[config.mk]
export PLATFORM = sky130hd
export DESIGN_NAME = pipeline_stall_controller
export DESIGN_NICKNAME = d
export VERILOG_FILES = /design/src/rtl/pipeline_stall_controller.sv
export SDC_FILE = /design/constraint.sdc
export NUM_CORES = 1
export LEC_CHECK = 0
export CORE_MARGIN = 2
export CORE_UTILIZATION = 52
export CTS_CLUSTER_DIAMETER = 200
export DETAILED_ROUTE_END_ITERATION = 16
export PLACE_DENSITY = 0.85
export SYNTH_ARGS = -nofsm -noshare
export SYNTH_HDL_FRONTEND = slang
export SYNTH_SLANG_ARGS = --single-unit
[constraint.sdc]
create_clock -name Clk -period 5 [get_ports Clk]
set_input_delay 1 -clock Clk [delete_from_list [all_inputs] [get_ports Clk]]
set_output_delay 1 -clock Clk [all_outputs]
set_load 0.05 [all_outputs]
[src/rtl/pipeline_stall_controller.sv]
// Stall/flush sequencer for the 5-stage pipeline: merges load-use, mult/div
// occupancy and taken-branch hazards into one set of pipeline-register enables.
module pipeline_stall_controller #(
   parameter int unsigned MULDIV_CYCLES = 4,
   parameter int unsigned COUNT_WIDTH   = 16
) (
   input  logic                   Clk,
   input  logic                   Reset,
   input  logic                   ID_EX_MemRead,
   input  logic [4:0]             ID_EX_RegisterRt,
   input  logic [4:0]             IF_ID_RegisterRs,
   input  logic [4:0]             IF_ID_RegisterRt,
   input  logic                   BranchTaken,
   input  logic                   EX_MulDivStart,
   output logic                   PCWrite,
   output logic                   IF_ID_Write,
   output logic                   IF_ID_Flush,
   output logic                   ID_EX_Bubble,
   output logic                   EX_Hold,
   output logic                   MulDivBusy,
   output logic [COUNT_WIDTH-1:0] StallCycles,
   output logic [COUNT_WIDTH-1:0] FlushCount
);

   localparam int unsigned MD_W = 4;
   localparam logic [MD_W-1:0] MD_LOAD =
      MD_W'((MULDIV_CYCLES > 2) ? (MULDIV_CYCLES - 3) : 0);
   localparam logic SHORT_MD = (MULDIV_CYCLES <= 2);
   localparam logic [COUNT_WIDTH-1:0] CNT_MAX = {COUNT_WIDTH{1'b1}};

   typedef enum logic [0:0] {
      RUN     = 1'b0,
      MD_WAIT = 1'b1
   } state_t;

   state_t          state, state_nxt;
   logic [MD_W-1:0] md_cnt, md_cnt_nxt;
   logic            load_use;

   // $zero is never a real dependency, so a load targeting it cannot stall
   assign load_use = ID_EX_MemRead && (ID_EX_RegisterRt != 5'd0) &&
                     ((ID_EX_RegisterRt == IF_ID_RegisterRs) ||
                      (ID_EX_RegisterRt == IF_ID_RegisterRt));

   // Next-state and enables; priority in RUN is mult/div > load-use > branch
   always_comb begin
      state_nxt    = state;
      md_cnt_nxt   = md_cnt;
      PCWrite      = 1'b1;
      IF_ID_Write  = 1'b1;
      IF_ID_Flush  = 1'b0;
      ID_EX_Bubble = 1'b0;
      EX_Hold      = 1'b0;
      MulDivBusy   = 1'b0;

      if (Reset) begin
         PCWrite      = 1'b0;
         IF_ID_Write  = 1'b0;
         ID_EX_Bubble = 1'b1;
         state_nxt    = RUN;
         md_cnt_nxt   = '0;
      end else begin
         unique case (state)
            RUN: begin
               if (EX_MulDivStart) begin
                  EX_Hold     = 1'b1;
                  PCWrite     = 1'b0;
                  IF_ID_Write = 1'b0;
                  if (!SHORT_MD) begin
                     md_cnt_nxt = MD_LOAD;
                     state_nxt  = MD_WAIT;
                  end
               end else if (load_use) begin
                  PCWrite      = 1'b0;
                  IF_ID_Write  = 1'b0;
                  ID_EX_Bubble = 1'b1;
               end else if (BranchTaken) begin
                  IF_ID_Flush = 1'b1;
               end
            end
            MD_WAIT: begin
               EX_Hold     = 1'b1;
               PCWrite     = 1'b0;
               IF_ID_Write = 1'b0;
               MulDivBusy  = 1'b1;
               if (md_cnt == '0) begin
                  state_nxt = RUN;
               end else begin
                  md_cnt_nxt = md_cnt - MD_W'(1);
               end
            end
            default: state_nxt = RUN;
         endcase
      end
   end

   // FSM state and mult/div down-counter
   always_ff @(posedge Clk or posedge Reset) begin
      if (Reset) begin
         state  <= RUN;
         md_cnt <= '0;
      end else begin
         state  <= state_nxt;
         md_cnt <= md_cnt_nxt;
      end
   end

   // Saturating performance counters, one edge behind the counted cycle
   always_ff @(posedge Clk or posedge Reset) begin
      if (Reset) begin
         StallCycles <= '0;
         FlushCount  <= '0;
      end else begin
         if (!PCWrite && (StallCycles != CNT_MAX))
            StallCycles <= StallCycles + COUNT_WIDTH'(1);
         if (IF_ID_Flush && (FlushCount != CNT_MAX))
            FlushCount <= FlushCount + COUNT_WIDTH'(1);
      end
   end

endmodule

==> flow_metrics.tcl <==
set metrics [dict create \
    outcome "finished clean" \
    path_clk_slew_ns 0.07 \
    fp.dieArea_mm2 0.00461 \
    yosys_warnings 0 \
    crit_path_max_fanout 3 \
    fin_worst_skew_ns 0.00629 \
    clock_path_buffers 2 \
    initialDrtViolationCount 61 \
    place_congestion 0.786 \
    synth-edff-count 0 \
    totalWireLength_um 4550 \
    grt_max_degree 25 \
    netlist_area_mm2 0.00212 \
    grt_usage_pct 21.0 \
    synthXorXnorAreaFrac_pct 15.3 \
    firstDrtPassIters 4 \
    ir_worst_vdd_mv 0.345 \
    synth_top_area_share_pct 43.6 \
    syn_to_final_growth_pct 33.8 \
    p_leak_nw 1.09 \
    finalCriticalPeriod_ns 4.24 \
    hpwl_um 3370 \
    fin_setup_tns_ns 0 \
    synth_cell_types 43 \
    cts_num_sinks 37 \
    rrSetupSlack_ns 2.89 \
    crit_top_cell "clkdlybuf4s50_1" \
    root_buffer "clkbuf_8" \
    fin_nets 291 \
    htreeDepth 2 \
    synth_mux_area_share_pct 1.59 \
    rsz0062_at_grt "false" \
    start_util_pct 53.4 \
    synth-compound-area-share_pct 5.72 \
    critPathLaunchType "input pin" \
    placedCellCount 310 \
    slowest_delay_ns 0.85 \
    finalCritPeriodShare_pct 84.9 \
    synth_top_area_cell "dfrtp_1" \
    maxCapViolations 0 \
    synthCells 207 \
    tightestPinTransition_ns 0.537 \
    worstSkewPairLatency_ns 0.29 \
    multi_input_comb_area_mm2 0.00111 \
    cts_hold_buffers 0 \
    slew_violations 0 \
    final_cells 318 \
    grt_antenna_before_repair 0 \
    avgSynthCellArea_um2 10.3 \
    final_common_cell "clkdlybuf4s50_1" \
    hold_class "reg2reg" \
    cts_resized 0 \
    grt_pass1_vias 1663 \
    async_reset_ff_share_pct 100 \
    gr-total-overflow 0 \
    worst_setup_path_end_kind "output pin" \
    grt_pass1_wl_um 7250 \
    finalSetupViolCount 0 \
    ys_top_cells_by_area "dfrtp_1, xnor2_1, nand3_2" \
    ys_seq_area_share_pct 43.6 \
    fp.dieH_um 67.9 \
    power.density_mw_per_mm2 383 \
    synth_fa_ha_area_share_pct 2.36 \
    num_vias 1736 \
    synth_top_family_by_area "simple AND/OR/NAND/NOR gates" \
    cts_buffers 5 \
    die_w_um 67.9 \
    whs_ns 0.495 \
    ios 58 \
    cp.arrival_ns 3.24 \
    diodes 0 \
    core_area_mm2 0.00397 \
    regArea_um2 926 \
    port_buffers 57 \
    wl_per_cell_um 14.3 \
    rows 23 \
    via_per_inst 5.46 \
    synthSimpleGateAreaFrac_pct 27.4 \
    final_cell_mix "clkdlybuf4s50_1, dfrtp_1, xnor2_1, nand2_1" \
    synth_nets 231 \
    crit_slowest_cell "clkdlybuf4s50_1" \
    drive_above_1_share_pct 11.9 \
    cts_tree "done" \
    synthFlopType "dfrtp_1" \
    clock.fmax_mhz 236 \
    fillCellCount 307 \
    postRouteAntennaNets 0 \
    slew_headroom_pct 64.1 \
    criticalPathCategory "in2out" \
    cts_setup_buffers 0 \
    worstPathCellList "clkdlybuf4s50_1 > or4_1 > o21a_1 > a21oi_1 > clkdlybuf4s50_1" \
    finalHoldViolCount 0 \
    ys_ff_latch 37 \
    crit_required_ns 4.00 \
    route.detailed.drc 0 \
]
[state kept, by name, indices dropped and copies added, names as in the netlist]
signal       count
StallCycles     16
state            1
FlushCount      16
md_cnt           4
[path summary, 6_finish.rpt]
kind	to	depth (start not counted)	start
setup / recovery	IF_ID_Flush	5	ID_EX_RegisterRt[1]
min in group asynchronous	FlushCount[2]$_DFFE_PP0P_	2	Reset
hold / removal	StallCycles[14]$_DFFE_PP0P_	1	StallCycles[14]$_DFFE_PP0P_
hold reg to reg	StallCycles[14]$_DFFE_PP0P_	1	StallCycles[14]$_DFFE_PP0P_
max in group asynchronous	StallCycles[7]$_DFFE_PP0P_	3	Reset
setup reg to reg	FlushCount[1]$_DFFE_PP0P_	6	FlushCount[4]$_DFFE_PP0P_
[area by class of cell]
class                           instances  area share [%]
Inverter                                7           0.925
Multi-Input combinational cell        156            39.1
Clock inverter                          1           0.176
Tap cell                               50            2.20
Sequential cell                        37            32.6
Timing Repair Buffer                   60            21.6
Clock buffer                            7            3.39
[cell usage after synthesis, types with 2 or more instances]
library cell  number
nor3_1             7
ha_1               4
mux2_1             3
clkbuf_1           2
dfrtp_1           37
and2_1             2
a31oi_1            4
nor4_1             2
xnor2_1           36
inv_1              7
nand3_1           13
nor2_1            13
nand3_2            8
and3_1             7
buf_4              2
o21a_1             2
nand4b_2           2
nand4_1            9
nor2b_1            2
nand4_2            3
a21oi_1            6
nand2_1           14
nand3b_1           2
[kinds of logic after synthesis]
family	after synthesis
simple gates	93
xor+xnor	37
flops	37
compound gates	19
buf+inv	14
fa+ha+maj	4
mux	3
[report_power, final]
group / switching, mW / internal (mW) / total (mW)
logic: 0.276 / 0.165 / 0.441
clock network: 0.0993 / 0.124 / 0.224
registers: 0.0720 / 0.351 / 0.423
total: 0.447 / 0.640 / 1.09
[worst max-delay path: cells and delay by family]
kind                   cells  cell delay, ns
AND/OR/NAND/NOR            1            0.55
AO/OA/AOI/OAI              2            0.38
buffers and inverters      2            1.32
[per-stage QoR]
stage / worst slack (ns) / power (mW) / util [%] / area [um2]
floorplan: 0.720 / 0.709 / - / 2120
global placement: 0.781 / 0.862 / 69.0 / 2740
detailed placement: 0.773 / 0.870 / 69.0 / 2740
CTS: 0.747 / 1.10 / 71.5 / 2840
global route: 0.568 / 1.14 / 71.5 / 2840
finish: 0.755 / 1.09 / 71.5 / 2840
[layer usage]
layer  global-route usage (%)  vias up  wire, um
met2                     34.2       49      2120
met4                     8.25        0        78
met5                        0        -         0
met1                     25.5      833      2010
li1                         -      846         -
met3                     7.73        8       344
Power figures use the tool's default switching activity.
